`src/rtl/keypad_scan_ctrl_pkg.sv`:
```
// Purpose : shared types and defaults for the 4x4 keypad scanner.
// Latency : n/a (declarations only).
// Backpr. : n/a.
// Contents: FSM state encoding, default prescaler/debounce values, bit-index helper.
package keypad_scan_ctrl_pkg;

    typedef enum logic [1:0] {
        ST_SCAN     = 2'd0,
        ST_DEBOUNCE = 2'd1,
        ST_PRESSED  = 2'd2,
        ST_RELEASE  = 2'd3
    } kp_state_t;

    // 1.25 ms scan tick at 100 MHz.
    localparam int unsigned SCAN_DIV_DEF  = 125000;
    localparam int unsigned DEB_TICKS_DEF = 8;

    // Index of the lowest set bit; a multi-row press resolves to the lowest row.
    function automatic logic [1:0] low_idx(input logic [3:0] v);
        logic [1:0] idx;
        idx = 2'd3;
        if (v[2]) idx = 2'd2;
        if (v[1]) idx = 2'd1;
        if (v[0]) idx = 2'd0;
        return idx;
    endfunction

endpackage

```
`src/rtl/keypad_scan_ctrl_tick.sv`:
```
// Purpose : free-running prescaler producing a one-clk scan tick every DIV clocks.
// Latency : first tick is seen by the consumer DIV clocks after reset release.
// Backpr. : none; the tick is a strobe and cannot be stalled.
// Ports   : clk, reset_p (async, active-high), tick (one-clk pulse when count == DIV-1).
module scan_tick_gen #(
    parameter int unsigned DIV = 4
) (
    input  logic clk,
    input  logic reset_p,
    output logic tick
);

    localparam int unsigned        CW   = (DIV > 2) ? $clog2(DIV) : 1;
    localparam logic [CW-1:0]      LAST = CW'(DIV - 1);

    logic [CW-1:0] cnt_q;
    logic [CW-1:0] cnt_d;

    always_comb begin
        tick  = (cnt_q == LAST);
        cnt_d = tick ? '0 : cnt_q + CW'(1);
    end

    always_ff @(posedge clk or posedge reset_p) begin
        if (reset_p) cnt_q <= '0;
        else         cnt_q <= cnt_d;
    end

endmodule

```
`src/rtl/keypad_scan_ctrl.sv`:
```
// Purpose : 4x4 keypad column scanner with press/release debounce and key code output.
// Latency : row is synchronized over 2 clk; a press is confirmed after DEB_TICKS stable ticks.
// Backpr. : none; key_valid is a one-clk strobe, key_value holds until the next press.
// Ports   : clk, reset_p (async, active-high), row[3:0] in (async, active-high),
//           col[3:0] one-hot drive, key_value[3:0] = row_idx*4+col_idx, key_valid, key_busy.
module keypad_scan_ctrl
    import keypad_scan_ctrl_pkg::*;
#(
    parameter int unsigned SCAN_DIV  = SCAN_DIV_DEF,
    parameter int unsigned DEB_TICKS = DEB_TICKS_DEF
) (
    input  logic       clk,
    input  logic       reset_p,
    input  logic [3:0] row,
    output logic [3:0] col,
    output logic [3:0] key_value,
    output logic       key_valid,
    output logic       key_busy
);

    localparam logic [4:0] DEB_LIM = 5'(DEB_TICKS);

    logic       tick;
    logic [3:0] row_m_q, row_s_q;
    kp_state_t  state_q, state_d;
    logic [3:0] col_q, col_d;
    logic [3:0] snap_q, snap_d;
    logic [3:0] deb_cnt_q, deb_cnt_d;
    logic [3:0] key_value_q, key_value_d;
    logic       key_valid_q, key_valid_d;
    logic       key_busy_q, key_busy_d;
    logic [4:0] deb_inc;

    scan_tick_gen #(.DIV(SCAN_DIV)) u_tick (
        .clk     (clk),
        .reset_p (reset_p),
        .tick    (tick)
    );

    // Two-stage synchronizer on the asynchronous row lines.
    always_ff @(posedge clk or posedge reset_p) begin
        if (reset_p) begin
            row_m_q <= '0;
            row_s_q <= '0;
        end else begin
            row_m_q <= row;
            row_s_q <= row_m_q;
        end
    end

    // Widened so the compare against DEB_TICKS cannot wrap at 15.
    assign deb_inc = {1'b0, deb_cnt_q} + 5'd1;

    always_comb begin
        state_d     = state_q;
        col_d       = col_q;
        snap_d      = snap_q;
        deb_cnt_d   = deb_cnt_q;
        key_value_d = key_value_q;
        key_valid_d = 1'b0;
        key_busy_d  = key_busy_q;

        if (tick) begin
            unique case (state_q)
                ST_SCAN: begin
                    if (row_s_q == 4'd0) begin
                        col_d = {col_q[2:0], col_q[3]};
                    end else begin
                        // Column stays put so the pressed key stays energized.
                        state_d   = ST_DEBOUNCE;
                        snap_d    = row_s_q;
                        deb_cnt_d = 4'd1;
                    end
                end
                ST_DEBOUNCE: begin
                    if (row_s_q == snap_q) begin
                        deb_cnt_d = deb_inc[3:0];
                        if (deb_inc >= DEB_LIM) begin
                            state_d     = ST_PRESSED;
                            key_valid_d = 1'b1;
                            key_busy_d  = 1'b1;
                            key_value_d = {low_idx(snap_q), low_idx(col_q)};
                        end
                    end else begin
                        state_d   = ST_SCAN;
                        deb_cnt_d = 4'd0;
                    end
                end
                ST_PRESSED: begin
                    if (row_s_q == 4'd0) begin
                        state_d   = ST_RELEASE;
                        deb_cnt_d = 4'd1;
                    end
                end
                ST_RELEASE: begin
                    if (row_s_q == 4'd0) begin
                        deb_cnt_d = deb_inc[3:0];
                        if (deb_inc >= DEB_LIM) begin
                            state_d    = ST_SCAN;
                            key_busy_d = 1'b0;
                            deb_cnt_d  = 4'd0;
                            col_d      = {col_q[2:0], col_q[3]};
                        end
                    end else begin
                        // Release bounced: key is still held, no new strobe.
                        state_d = ST_PRESSED;
                    end
                end
                default: state_d = ST_SCAN;
            endcase
        end
    end

    always_ff @(posedge clk or posedge reset_p) begin
        if (reset_p) begin
            state_q     <= ST_SCAN;
            col_q       <= 4'b0001;
            snap_q      <= '0;
            deb_cnt_q   <= '0;
            key_value_q <= '0;
            key_valid_q <= 1'b0;
            key_busy_q  <= 1'b0;
        end else begin
            state_q     <= state_d;
            col_q       <= col_d;
            snap_q      <= snap_d;
            deb_cnt_q   <= deb_cnt_d;
            key_value_q <= key_value_d;
            key_valid_q <= key_valid_d;
            key_busy_q  <= key_busy_d;
        end
    end

    assign col       = col_q;
    assign key_value = key_value_q;
    assign key_valid = key_valid_q;
    assign key_busy  = key_busy_q;

endmodule

```
`config.mk`:
```
export PLATFORM = sky130hd
export DESIGN_NAME = keypad_scan_ctrl
export DESIGN_NICKNAME = d
export VERILOG_FILES = /design/src/rtl/keypad_scan_ctrl_pkg.sv /design/src/rtl/keypad_scan_ctrl_tick.sv /design/src/rtl/keypad_scan_ctrl.sv
export SDC_FILE = /design/constraint.sdc
export NUM_CORES = 1
export LEC_CHECK = 0
export ABC_CLOCK_PERIOD_IN_PS = 5200
export CAP_MARGIN = 20
export CORE_MARGIN = 3
export CORE_UTILIZATION = 50
export CTS_CLUSTER_SIZE = 14
export DETAILED_ROUTE_END_ITERATION = 6
export DONT_BUFFER_PORTS = 1
export GPL_TIMING_DRIVEN = 1
export PLACE_DENSITY = 0.74
export SLEW_MARGIN = 30
export SYNTH_ARGS = -nofsm -noshare
export SYNTH_HDL_FRONTEND = slang
export SYNTH_SLANG_ARGS = --single-unit
```
`constraint.sdc`:
```
create_clock -name clk -period 5.2 [get_ports clk]
set_input_delay 0.26 -clock clk [delete_from_list [all_inputs] [get_ports clk]]
set_output_delay 0.26 -clock clk [all_outputs]
set_load 0.03 [all_outputs]
```
==> impl_summary.txt <==
----------------------------------------------------
[Detailed routing]
  Via-per-instance ratio ... 5.67
  Highest metal layer with signal wires ... met4
  WL met2 ... roughly 1.8 mm
  Routed via count ... 1,395
  Drt total wl ... between 3 and 4 mm
  Total routed wire length on the met1 layer ... between 1.5 and 2 mm
  Length of the first detailed-routing pass in iterations ... 4
  Post-route antenna net violation count ... 0
  Post-detailed-route DRC marker count ... 0
  Number of violations reported at the end of detailed-routing iteration 0 ... 171
  Metal3 WL ... 158 microns
  Final routed wire length divided by cell count ... 15.4 microns

[Logic synthesis]
  Distinct cells, synth ... 40
  Synth Area per Inst ... between 10 and 15 sq um
  Yosys Warn Count ... 0
  Post-synthesis cell type with the largest combined area ... sky130_fd_sc_hd__dfrtp_1
  Share of Yosys cell area claimed by the top area cell type ... between 50% and 60%
  Synth Cell Area ... around 2100 sq um
  Fraction of the yosys area taken by sequential cells ... between 50% and 60%
  Gate Count Post-Synth ... between 150 and 200
  Flip-flop and latch count after synthesis ... 45
  Cells taking the most area after synthesis ... sky130_fd_sc_hd__dfrtp_1 (53%), sky130_fd_sc_hd__xnor2_1 (4.7%), sky130_fd_sc_hd__nand3_1 (3.4%)
  Synth Net Count ... 198

[Worst setup path]
  Worst r2r path cells ... 5
  Data arrival time of the worst path ... ~2.5 ns
  Worst Setup Path Type ... flip-flop to flip-flop
  Endpoint kind of the worst setup timing path ... flip-flop
  WP data required ... 5.38 ns
  CP Launch Type ... flip-flop
  Reg2reg end ... key_value[2]$_DFFE_PP0P_
  Flop-to-flop setup slack ... just under 3 ns
  Worst-path maximum fanout ... 6
  Worst R2R Start ... u_tick.cnt_q[7]$_DFF_PP0_

[Global routing]
  Vias in the first global route ... 1,448
  Number of antenna violations at the first check in global routing ... 0
  Total track usage ... between 10% and 20%
  Total grt overflow ... 0
  Global-route wire length before repair ... 6.74 mm
  Maximum number of pins on one net before global-route repair ... between 40 and 50

[Placement]
  Minimum setup slack after placement ... between 2 and 3 ns
  Port Buffer Count ... 0
  DP Area ... between 2000 and 2500 sq um
  DPL Wire Length ... between 2 and 3 mm
  Weighted congestion at the end of routability-driven global placement ... about 0.88

[Pwr]
  Final Total Pwr ... 0.601 mW
  Worst VDD drop ... between 0.0001 and 0.00015 V
  Leakage power total ... 1.03 nW
  Power density over the cells ... between 200 and 300 nW/um^2

[STA]
  Count of final max-slew check failures ... 0
  Transition time of the tightest slew-check pin ... between 0.7 and 0.8 ns
  Least setup slack across all paths after layout ... 2.93 ns
  Final worst hold slack ... -0.0105 ns
  Max-slew headroom ... between 50 and 60%
  Number of setup violations in the final report ... 0
  Final critical-path required period ... between 2 and 2.5 ns
  Number of hold violations in the final report ... 29
  Fraction of the cycle the final worst path needs ... between 40% and 50%
  Setup TNS after final layout ... 0 ns
  Maximum clock rate ... ~440 MHz
  Setup repair after global routing missed its margin ... no
  Worst clock skew ... roughly 0.0056 ns

[Floorplan]
  Vertical die dimension ... around 70 microns
  Effective utilization at floorplan ... a little over half
  # IOs ... 16
  # rows ... 22
  Die X-Extent ... roughly 70 microns
  Core region area ... between 3000 and 4000 sq um
  Total Die Area ... approximately 5000 sq um

[Final layout]
  # fillers ... 310
  Area growth from synthesis to layout ... 8.81%
  Fraction of layout cells with a size suffix above 1 ... between 10 and 15%
  FF/Latch Area ... 1130 sq um
  Layout Nets ... about 200
  Most common library cell in the layout ignoring fill and taps ... sky130_fd_sc_hd__dfrtp_1
  Design area ... approximately 2200 sq um
  Multi-input gate area in the final layout ... approximately 860 sq um
  Highest-count cells in the layout ignoring fill and taps ... sky130_fd_sc_hd__dfrtp_1 (44), sky130_fd_sc_hd__nor2_1 (17), sky130_fd_sc_hd__nand3_1 (14), sky130_fd_sc_hd__nand2_1 (14), sky130_fd_sc_hd__inv_1 (12)
  Inserted Diodes ... 0

[Clocking]
  Clock buffers created by TritonCTS ... 5
  CTS tree ... built
  Quantity of gates resized following cts ... 0
  Hold-fix buffers, CTS ... 4
  Skew-Pair Late Insertion Delay ... roughly 0.30 ns
  Root buffer selected by CTS ... sky130_fd_sc_hd__clkbuf_8
  Number of buffers between clock root and the deepest sink ... 2
  Number of levels the H-tree was split into ... 2
  TritonCTS sink count ... 45
  CTS clock-pin slew for the worst setup and hold paths ... about 0.080 ns
  Setup bufs post-CTS ... 0

[Worst hold path]
  Hold Crit Class ... input port to async pin

[Job]
  Reported max-cap violation count ... 0

[Outcome]
  Outcome ... complete, but fails checks
  Violations in the final reports ... hold timing

----------------------------------------------------
layout make-up:
class,instances,share of cell area (%)
repair buffers,5,2.12
clock buffers,7,4.30
clock inverters,1,0.223
multi-input cells,128,38.3
inverters,12,2.01
well taps,48,2.68
flip-flops and latches,45,50.3
logic make-up (layout without fill, tap and decap cells):
group	Yosys count	in the layout	synth area share, %
simple gates	75	75	19.3
mux	11	11	6.63
buf+inv	16	25	3.53
fa+ha+maj	3	3	1.82
flops	45	45	54.8
compound gates	22	22	6.69
xor+xnor	17	17	7.23
worst max path at each step:
stage                                         start                  endpoint  slack [ns]  depth (start not counted)
after floorplan           u_tick.cnt_q[7]$_DFF_PP0_        col[1]$_DFFE_PP0P_        3.03                          6
after global placement    u_tick.cnt_q[7]$_DFF_PP0_  key_value[3]$_DFFE_PP0P_        2.99                          5
after detailed placement  u_tick.cnt_q[7]$_DFF_PP0_  key_value[2]$_DFFE_PP0P_        2.94                          5
after CTS                 u_tick.cnt_q[7]$_DFF_PP0_  key_value[2]$_DFFE_PP0P_        2.92                          5
after global routing      u_tick.cnt_q[9]$_DFF_PP0_  key_value[0]$_DFFE_PP0P_        2.84                          5
final                     u_tick.cnt_q[7]$_DFF_PP0_  key_value[2]$_DFFE_PP0P_        2.93                          5
worst max-delay path, cell delays in order, from the launching register on:
cell	delay [ns]
sky130_fd_sc_hd__dfrtp_1	0.44
sky130_fd_sc_hd__or4_4	0.57
sky130_fd_sc_hd__nor3_4	0.23
sky130_fd_sc_hd__nand2_2	0.09
sky130_fd_sc_hd__or3_1	0.49
sky130_fd_sc_hd__mux2_4	0.34
layer usage:
| layer | vias to the layer above | GRT usage [%] |
|---|---|---|
| met3 | 7 | 5.32 |
| met2 | 29 | 25.4 |
| met1 | 692 | 22.6 |
| met5 | - | 0 |
| li1 | 667 | - |
| met4 | 0 | 9.79 |
cells in the mapped netlist (all sizes together):
cell    instances
o32ai           1
and3            3
or4             1
a21oi           4
xnor2          11
o211a           1
nand3          14
and2            2
a21o            1
dfrtp          44
nand2          15
buf             2
ha              3
nor2           17
nor4            3
or2b            1
o21bai          2
nand4           8
dfstp           1
a211oi          1
clkbuf          2
nand4b          1
mux2i           2
or3             2
o221ai          1
mux2            9
nand2b          3
o22a            1
xor2            6
o21ai           9
inv            12
a31oi           1
nor3            5
metrics by stage:
step                      instances  hold WS, ns  utilization [%]
after detailed placement        234        0.291             54.8
after global placement          234        0.291             54.8
after CTS                       246      0.00322             58.5
after global routing            246       0.0494             58.5
after floorplan                 189        0.291                -
final                           246      -0.0105             58.5
registers in the layout, indices dropped and copies added, names as in the netlist:
| name | cells |
|---|---|
| col | 4 |
| deb_cnt_q | 4 |
| key_busy | 1 |
| key_valid | 1 |
| key_value | 4 |
| row_m_q | 4 |
| row_s_q | 4 |
| snap_q | 4 |
| state_q | 2 |
| u_tick.cnt_q | 17 |
where the power goes:
part	internal (mW)	switching (mW)	leakage (nW)	total (mW)
sequential	0.353	0.00194	0.592	0.355
clock	0.120	0.113	0.0542	0.233
combinational	0.00415	0.00892	0.381	0.0131
total	0.477	0.124	1.03	0.601
Note: power is estimated with default switching activity, not from simulation.
